<file path="config.mk">
export PLATFORM = sky130hd
export DESIGN_NAME = ft_cmd_decoder
export DESIGN_NICKNAME = d
export VERILOG_FILES = /design/src/rtl/ft_cmd_decoder.sv
export SDC_FILE = /design/constraint.sdc
export NUM_CORES = 1
export LEC_CHECK = 0
export ABC_AREA = 1
export CAP_MARGIN = 15
export CORE_ASPECT_RATIO = 1.25
export CORE_UTILIZATION = 50
export DETAILED_ROUTE_END_ITERATION = 8
export PLACE_DENSITY = 0.77
export SKIP_LAST_GASP = 1
export SYNTH_ARGS = -nofsm -noshare
export SYNTH_HDL_FRONTEND = slang
export SYNTH_SLANG_ARGS = --single-unit
</file>
<file path="constraint.sdc">
create_clock -name clk -period 1.7 [get_ports clk]
set_input_delay 0.17 -clock clk [delete_from_list [all_inputs] [get_ports clk]]
set_output_delay 0.17 -clock clk [all_outputs]
set_load 0.005 [all_outputs]
</file>
<file path="src/rtl/ft_cmd_decoder.sv">
// Host command decoder: parses fixed-length write/read packets from the RX FIFO,
// issues single-cycle register-bus accesses and pushes one reply byte per command.
module ft_cmd_decoder #(
    parameter int unsigned TIMEOUT = 50000
) (
    input  logic       clk,
    input  logic       rst_n,
    input  logic [7:0] rx_rdata,
    input  logic       rx_rempty,
    output logic       rx_rinc,
    output logic [7:0] tx_wdata,
    output logic       tx_winc,
    input  logic       tx_wfull,
    output logic [7:0] reg_addr,
    output logic [7:0] reg_wdata,
    output logic       reg_we,
    output logic       reg_re,
    input  logic [7:0] reg_rdata,
    output logic       busy,
    output logic       proto_err
);
    localparam int unsigned CNT_W = $clog2(TIMEOUT + 1);
    localparam logic [7:0] OP_WR   = 8'h57;
    localparam logic [7:0] OP_RD   = 8'h52;
    localparam logic [7:0] RPL_ACK = 8'h4B;
    localparam logic [7:0] RPL_ERR = 8'hEE;
    localparam logic [CNT_W-1:0] CNT_LAST = CNT_W'(TIMEOUT - 1);
    localparam logic [CNT_W-1:0] CNT_MAX  = '1;

    typedef enum logic [2:0] {
        IDLE,
        GET_ADDR,
        GET_DATA,
        EXEC_WR,
        EXEC_RD,
        RD_WAIT,
        SEND
    } state_t;

    state_t           state, state_n;
    logic             is_rd, is_rd_n;
    logic [7:0]       addr_n, wdata_n, reply_n;
    logic [CNT_W-1:0] cnt, cnt_n;

    // State, captured fields and strobes; tx_wdata doubles as the reply register
    always_ff @(posedge clk or negedge rst_n) begin
        if (!rst_n) begin
            state     <= IDLE;
            is_rd     <= 1'b0;
            reg_addr  <= 8'h00;
            reg_wdata <= 8'h00;
            tx_wdata  <= 8'h00;
            cnt       <= '0;
            reg_we    <= 1'b0;
            reg_re    <= 1'b0;
            busy      <= 1'b0;
        end else begin
            state     <= state_n;
            is_rd     <= is_rd_n;
            reg_addr  <= addr_n;
            reg_wdata <= wdata_n;
            tx_wdata  <= reply_n;
            cnt       <= cnt_n;
            reg_we    <= (state_n == EXEC_WR);
            reg_re    <= (state_n == EXEC_RD);
            busy      <= (state_n != IDLE);
        end
    end

    // Next state, FIFO handshakes and capture; pops happen in the cycle they are decided
    always_comb begin
        state_n   = state;
        is_rd_n   = is_rd;
        addr_n    = reg_addr;
        wdata_n   = reg_wdata;
        reply_n   = tx_wdata;
        cnt_n     = cnt;
        rx_rinc   = 1'b0;
        tx_winc   = 1'b0;
        proto_err = 1'b0;
        case (state)
            IDLE: begin
                cnt_n = '0;
                if (!rx_rempty) begin
                    rx_rinc = 1'b1;
                    if (rx_rdata == OP_WR || rx_rdata == OP_RD) begin
                        is_rd_n = (rx_rdata == OP_RD);
                        state_n = GET_ADDR;
                    end else begin
                        reply_n   = RPL_ERR;
                        proto_err = 1'b1;
                        state_n   = SEND;
                    end
                end
            end
            GET_ADDR, GET_DATA: begin
                if (!rx_rempty) begin
                    rx_rinc = 1'b1;
                    cnt_n   = '0;
                    if (state == GET_ADDR) begin
                        addr_n  = rx_rdata;
                        state_n = is_rd ? EXEC_RD : GET_DATA;
                    end else begin
                        wdata_n = rx_rdata;
                        state_n = EXEC_WR;
                    end
                end else if (cnt >= CNT_LAST) begin
                    // Host stalled mid-packet: drop it silently apart from the error pulse
                    proto_err = 1'b1;
                    state_n   = IDLE;
                end else if (cnt != CNT_MAX) begin
                    cnt_n = cnt + CNT_W'(1);
                end
            end
            EXEC_WR: begin
                reply_n = RPL_ACK;
                state_n = SEND;
            end
            EXEC_RD: state_n = RD_WAIT;
            RD_WAIT: begin
                reply_n = reg_rdata;
                state_n = SEND;
            end
            SEND: begin
                if (!tx_wfull) begin
                    tx_winc = 1'b1;
                    state_n = IDLE;
                end
            end
            default: state_n = IDLE;
        endcase
    end
endmodule

</file>
# Yosys cells after proc, flatten, opt, wreduce, memory -nomap -nowiden
# Index checks and enable logic that the tools add are counted.
[totals]
register_bits = 47
latchBits = 0
ramBits = 0
romBits = 0
inputBits = 20
out_inout_bits = 30
elab_cells = 65
mem_count = 0
[classes]
add_sub_neg = 1
multipliers = 0
n_div = 0
order_cmp = 1
eq_ne = 15
shifts = 0
mux = 24
bitwise = 2
n_reduce_logical = 13
[op_table]
columns = ["operator", "count"]
rows = [
  ["$mux 16", 3],
  ["$pmux 16 s2", 1],
  ["$pmux 8 s3", 1],
  ["$mux 3", 7],
  ["$add 16x1->16 const B", 1],
  ["$eq 8x7->1 const B", 2],
  ["$ge 16x16->1 const B", 1],
  ["$mux 8", 2],
  ["$ne 16x16->1 const B", 1],
  ["$pmux 3 s5", 1],
  ["$reduce_and 3->1", 5],
  ["$eq 3x3->1 const B", 4],
  ["$eq 3x2->1 const B", 3],
  ["$mux 1", 8],
  ["$ne 3x3->1 const B", 2],
  ["$reduce_bool 3->1", 2],
  ["$ne 2x2->1 const B", 2],
  ["$reduce_or 2->1", 2],
  ["$eq 3x1->1 const B", 1],
  ["$logic_not 3->1", 1],
  ["$reduce_or 3->1", 1],
  ["$not 1->1", 2],
  ["$pmux 1 s2", 1],
  ["$reduce_bool 2->1", 1],
  ["$logic_or 1x1->1", 1],
]

# Depth between registers and ports, before layout
[depth]
word_depth = 6
ltp_mapped = 12
ltp_nobuf = 12

# Worst setup path before layout
# No wires, ideal clock.
[synth_timing]
path_kind = "reg-to-reg"
start = "reg cnt[0]"
end = "reg cnt[4]"
setup_time_ps = 118
t_arrival_ps = 1371
setup_slack_ps = 211
stages_incl_launch_ff = 13
n_path_buf = 1
cell_sequence = "dfrtp_1 ha_1 nand2_1 inv_1 nand2_2 nor2_4 nand4_2 nand2_2 nand2_4 nand2_8 buf_12 nand2_1 o21ai_2"
[synth_via]
elab_chain_cells = 5
word_cells_on_any_way = 10
classes_between = "add/sub: 1; order compare: 1; eq/ne: 3; mux: 4; reduce/logical: 1"
[synth_lines]
columns = ["item", "line", "rtl"]
rows = [
  ["start: declaration", "43", "logic [CNT_W-1:0] cnt, cnt_n;"],
  ["start signal: assignment", "63", "cnt <= cnt_n;"],
  ["$add 16x1->16", "112", "cnt_n = cnt + CNT_W'(1);"],
  ["$mux 16", "111", "end else if (cnt != CNT_MAX) begin"],
  ["$mux 16", "107", "end else if (cnt >= CNT_LAST) begin"],
  ["$mux 16", "97", "if (!rx_rempty) begin"],
  ["$pmux 16 s2", "81", "case (state)"],
]
# Parallel ways exist; a longest one is shown, timed or not. The select of a mux whose other input is x is not followed.
# A chain may end at the register's enable or synchronous reset.

# Worst setup path in the final report
[layout_timing]
start = "reg cnt[0]"
end = "reg cnt[1]"
# The elaborated chain is that of the path after synthesis.

==> results.rst <==
.. list-table::
   :header-rows: 1

   * - Metric
     - Value
   * - Most frequent standard cell in the layout excluding fill and tap cells
     - sky130_fd_sc_hd__nand2_1
   * - Status
     - finished clean
   * - Worst Setup Path Type
     - reg -> reg
   * - PwrDens
     - ~1500 nW/um^2
   * - Clock network fraction of design power
     - 0.146
   * - Primary FF master, synth
     - sky130_fd_sc_hd__dfrtp_1
   * - Startpoint Class
     - flop
   * - Post-layout util
     - 0.765
   * - Leakage power
     - roughly 1.8 nW
   * - Flops & latches, synth
     - 47
   * - RePlAce Congestion
     - around 0.95
   * - Total half-perimeter wirelength after legalization and detailed placement
     - ~5 mm
   * - Share of cells above drive strength 1
     - 0.330
   * - Share of synthesized flip-flops with an asynchronous set or reset
     - 1.00
   * - Number of flops mapped to enable cells by yosys
     - 0
   * - Final setup violating endpoints
     - 0
   * - Unique masters post-synth
     - 31
   * - Critical path fanouts, max
     - 6
   * - CP endpoint kind
     - flop
   * - Worst Max-Slew Pin Slew
     - 0.581 ns
   * - Die outline width
     - 67.0 um
   * - Clock tree from TritonCTS
     - built
   * - Number of instances in the synthesized netlist
     - approximately 330
   * - Max-slew violation total from the final report
     - 0
   * - Min-Delay Path Depth
     - 3
   * - Fraction of the cycle the final worst path needs
     - 1.00
   * - Switching share of total power
     - 0.373
   * - Standard-cell row count
     - 29
   * - Congestion Overflow GR
     - 0
   * - Portion of total power attributed to sequential cells
     - 0.278
   * - Number of nets at the end of the flow
     - 460
   * - DIE HEIGHT
     - 83.3 um
   * - Post-detailed-routing wire length
     - 7.03 mm
   * - Worst hold path type
     - in -> reg
   * - DR WL/cell
     - roughly 14 um
   * - Final routed DRC violation total
     - 0
   * - Level count of the clock H-tree
     - 2
   * - Worst setup timing slack at the placement stage
     - -0.193 ns
   * - Depth of the worst register-to-register path
     - 13
   * - Initial cell density of the core
     - 0.520
   * - Clock buffer count from CTS
     - 5
   * - Filler instances
     - 373
   * - MaxCap Viol Count
     - 0
   * - Via count of the first global-routing pass
     - 2675
   * - First-pass iteration count of the detailed router
     - 4
   * - Synthesis-to-layout area growth
     - 47.0%
   * - Number of hold violations in the final report
     - 0
   * - Commonest cells after routing, fill and taps aside
     - 71 x sky130_fd_sc_hd__nand2_1, 55 x sky130_fd_sc_hd__buf_4, 47 x sky130_fd_sc_hd__dfrtp_1, 45 x sky130_fd_sc_hd__clkdlybuf4s50_1, 34 x sky130_fd_sc_hd__inv_1
   * - Initial antenna violation count
     - 0
   * - Synth Warn #
     - 0
   * - Worst EP required
     - 1.90 ns
   * - Mean Syn Cell Area
     - 8.11 um^2
   * - Number of buffers on the longest clock path
     - 2
   * - Portion of the post-synthesis area used by sequential elements
     - 0.445
   * - Number of antenna diodes
     - 0
   * - Tmin final
     - ~1.7 ns
   * - Clock latency of the later-clocked register in the worst-skew pair
     - 0.31 ns
   * - Syn nets
     - approximately 350
   * - Setup repair after global routing missed its margin
     - yes
   * - Internal power summed over all cells
     - ~3.7 mW
   * - Total global routing track utilization
     - 0.261
   * - Buffers added on ports
     - 49
   * - Maximum number of pins on one net before global-route repair
     - 48
   * - Clock-pin transition on the worst setup and hold timing paths
     - 0.09 ns
   * - Worst EP arrival
     - 1.90 ns
   * - First-pass GRT wire length
     - 11.2 mm
   * - Relative contribution of combinational cells to total power
     - 0.575
   * - Worst slew margin relative to its limit
     - 0.612
   * - Die Outline Area
     - 5580 um^2
   * - TritonCTS Sinks
     - 47
   * - Crit path setup slack, layout
     - 0.000667 ns
   * - Clock root buffer
     - sky130_fd_sc_hd__clkbuf_8
   * - Core Area
     - just over 5000 um^2
   * - Achievable Freq
     - 0.588 GHz
   * - Vias
     - 2639
   * - Antenna-violating nets left
     - 0
   * - First DRT Iteration DRCs
     - between 150 and 200
   * - Post-DR vias/cell
     - 5.26
   * - Peak supply drop
     - between 1 and 1.5 mV
   * - Clock skew
     - approximately 0.0056 ns
   * - Area of the mapped netlist
     - 2640 um^2
   * - Number of primary I/O pins
     - 50
   * - Net Sw Power
     - 2.18 mW
cells in the mapped netlist, types with 3 or more instances:
cell,count,area share
sky130_fd_sc_hd__nor3_1,11,0.021
sky130_fd_sc_hd__nand2_2,15,0.036
sky130_fd_sc_hd__a21oi_1,6,0.011
sky130_fd_sc_hd__dfrtp_1,47,0.45
sky130_fd_sc_hd__o21ai_0,19,0.036
sky130_fd_sc_hd__nand4_1,19,0.045
sky130_fd_sc_hd__nor2_1,20,0.028
sky130_fd_sc_hd__o22a_1,3,0.0099
sky130_fd_sc_hd__nand2_1,79,0.11
sky130_fd_sc_hd__nand3_1,19,0.036
sky130_fd_sc_hd__buf_12,3,0.023
sky130_fd_sc_hd__clkbuf_1,3,0.0043
sky130_fd_sc_hd__nor2_2,3,0.0071
sky130_fd_sc_hd__inv_2,8,0.011
sky130_fd_sc_hd__o21ai_2,14,0.046
sky130_fd_sc_hd__nor2_4,4,0.017
sky130_fd_sc_hd__inv_1,36,0.051
per-stage QoR:
step / instances / total power [mW] / cell area [um^2] / TNS [ns] / hold WS, ns
2_1_floorplan: 326 / 3.21 / 2640 / 0 / -0.126
3_5_place_dp: 475 / 4.43 / 3500 / -1.01 / 0.304
3_3_place_gp: 475 / 4.35 / 3500 / -0.477 / 0.295
4_1_cts: 487 / 5.33 / 3670 / -0.113 / 0.418
5_1_grt: 502 / 6.19 / 3880 / -0.968 / 0.447
6_report: 502 / 5.83 / 3880 / 0 / 0.418
layout make-up:
type | count | area (um^2) | area share
clock buffer | 5 | 68.8 | 0.0177
clock inverter | 3 | 46.3 | 0.0119
inverter | 44 | 165 | 0.0425
multi-input combinational | 226 | 1280 | 0.330
sequential | 47 | 1180 | 0.303
tap | 62 | 77.6 | 0.0200
timing repair buffer | 115 | 1070 | 0.275
worst paths after layout:
check                             start           to  slack [ns]
max                              cnt[0]       cnt[1]      0.0007
max in group asynchronous         rst_n     state[0]        0.83
min                        reg_rdata[4]  tx_wdata[4]        0.42
min reg2reg                 tx_wdata[4]  tx_wdata[4]        0.49
max reg2reg                      cnt[0]       cnt[1]      0.0007
min in group asynchronous         rst_n       cnt[7]        0.48
critical path, stage by stage (launching register included):
cell and delay [ns]:
sky130_fd_sc_hd__dfrtp_1 0.37, sky130_fd_sc_hd__ha_2 0.20, sky130_fd_sc_hd__buf_6 0.10, sky130_fd_sc_hd__nand2_2 0.04, sky130_fd_sc_hd__inv_2 0.05, sky130_fd_sc_hd__nand2_2 0.07
sky130_fd_sc_hd__nor2_4 0.11, sky130_fd_sc_hd__nand4_2 0.08, sky130_fd_sc_hd__nand2_2 0.10, sky130_fd_sc_hd__nand2_4 0.06, sky130_fd_sc_hd__nand2_8 0.12, sky130_fd_sc_hd__buf_6 0.14
sky130_fd_sc_hd__buf_6 0.10, sky130_fd_sc_hd__o21ai_2 0.05
power groups by stage:
stage	clock network [mW]	registers [mW]	logic, mW
after floorplan	0	1.67	1.55
after global placement	0	1.62	2.73
after detailed placement	0	1.62	2.80
after CTS	0.861	1.62	2.85
after global routing	0.908	1.66	3.63
final	0.853	1.62	3.36
sequential cells by signal, indices dropped and copies added (netlist names):
name       count
busy           1
reg_we         1
cnt           16
reg_re         1
is_rd          1
reg_wdata      8
state          3
tx_wdata       8
reg_addr       8
routing by layer:
layer	routed length (um)	track usage	vias to the layer above
met1	2680	0.276	1245
li1	-	-	1285
met3	305	0.0536	21
met4	214	0.114	0
met2	3830	0.475	88
met5	0	0	-
cell families after synthesis:
logic type | after synthesis | synth area share
buffers and inverters | 53 | 0.0971
adder cells (fa/ha/maj) | 1 | 0.00473
flip-flops | 47 | 0.445
AO/OA/AOI/OAI | 46 | 0.114
AND/OR/NAND/NOR | 179 | 0.339
what timing repair did:
item | CTS | global route
gates resized for setup | 10 | 25
buffers inserted | 3 | 14
endpoints found under the setup margin | 4 | 27
hold endpoints to repair | 47 | 0
pin swaps | 2 | 14
hold buffers | 1 | 0
cloned | 0 | 2
No activity file was read; power rests on OpenSTA's default activity.
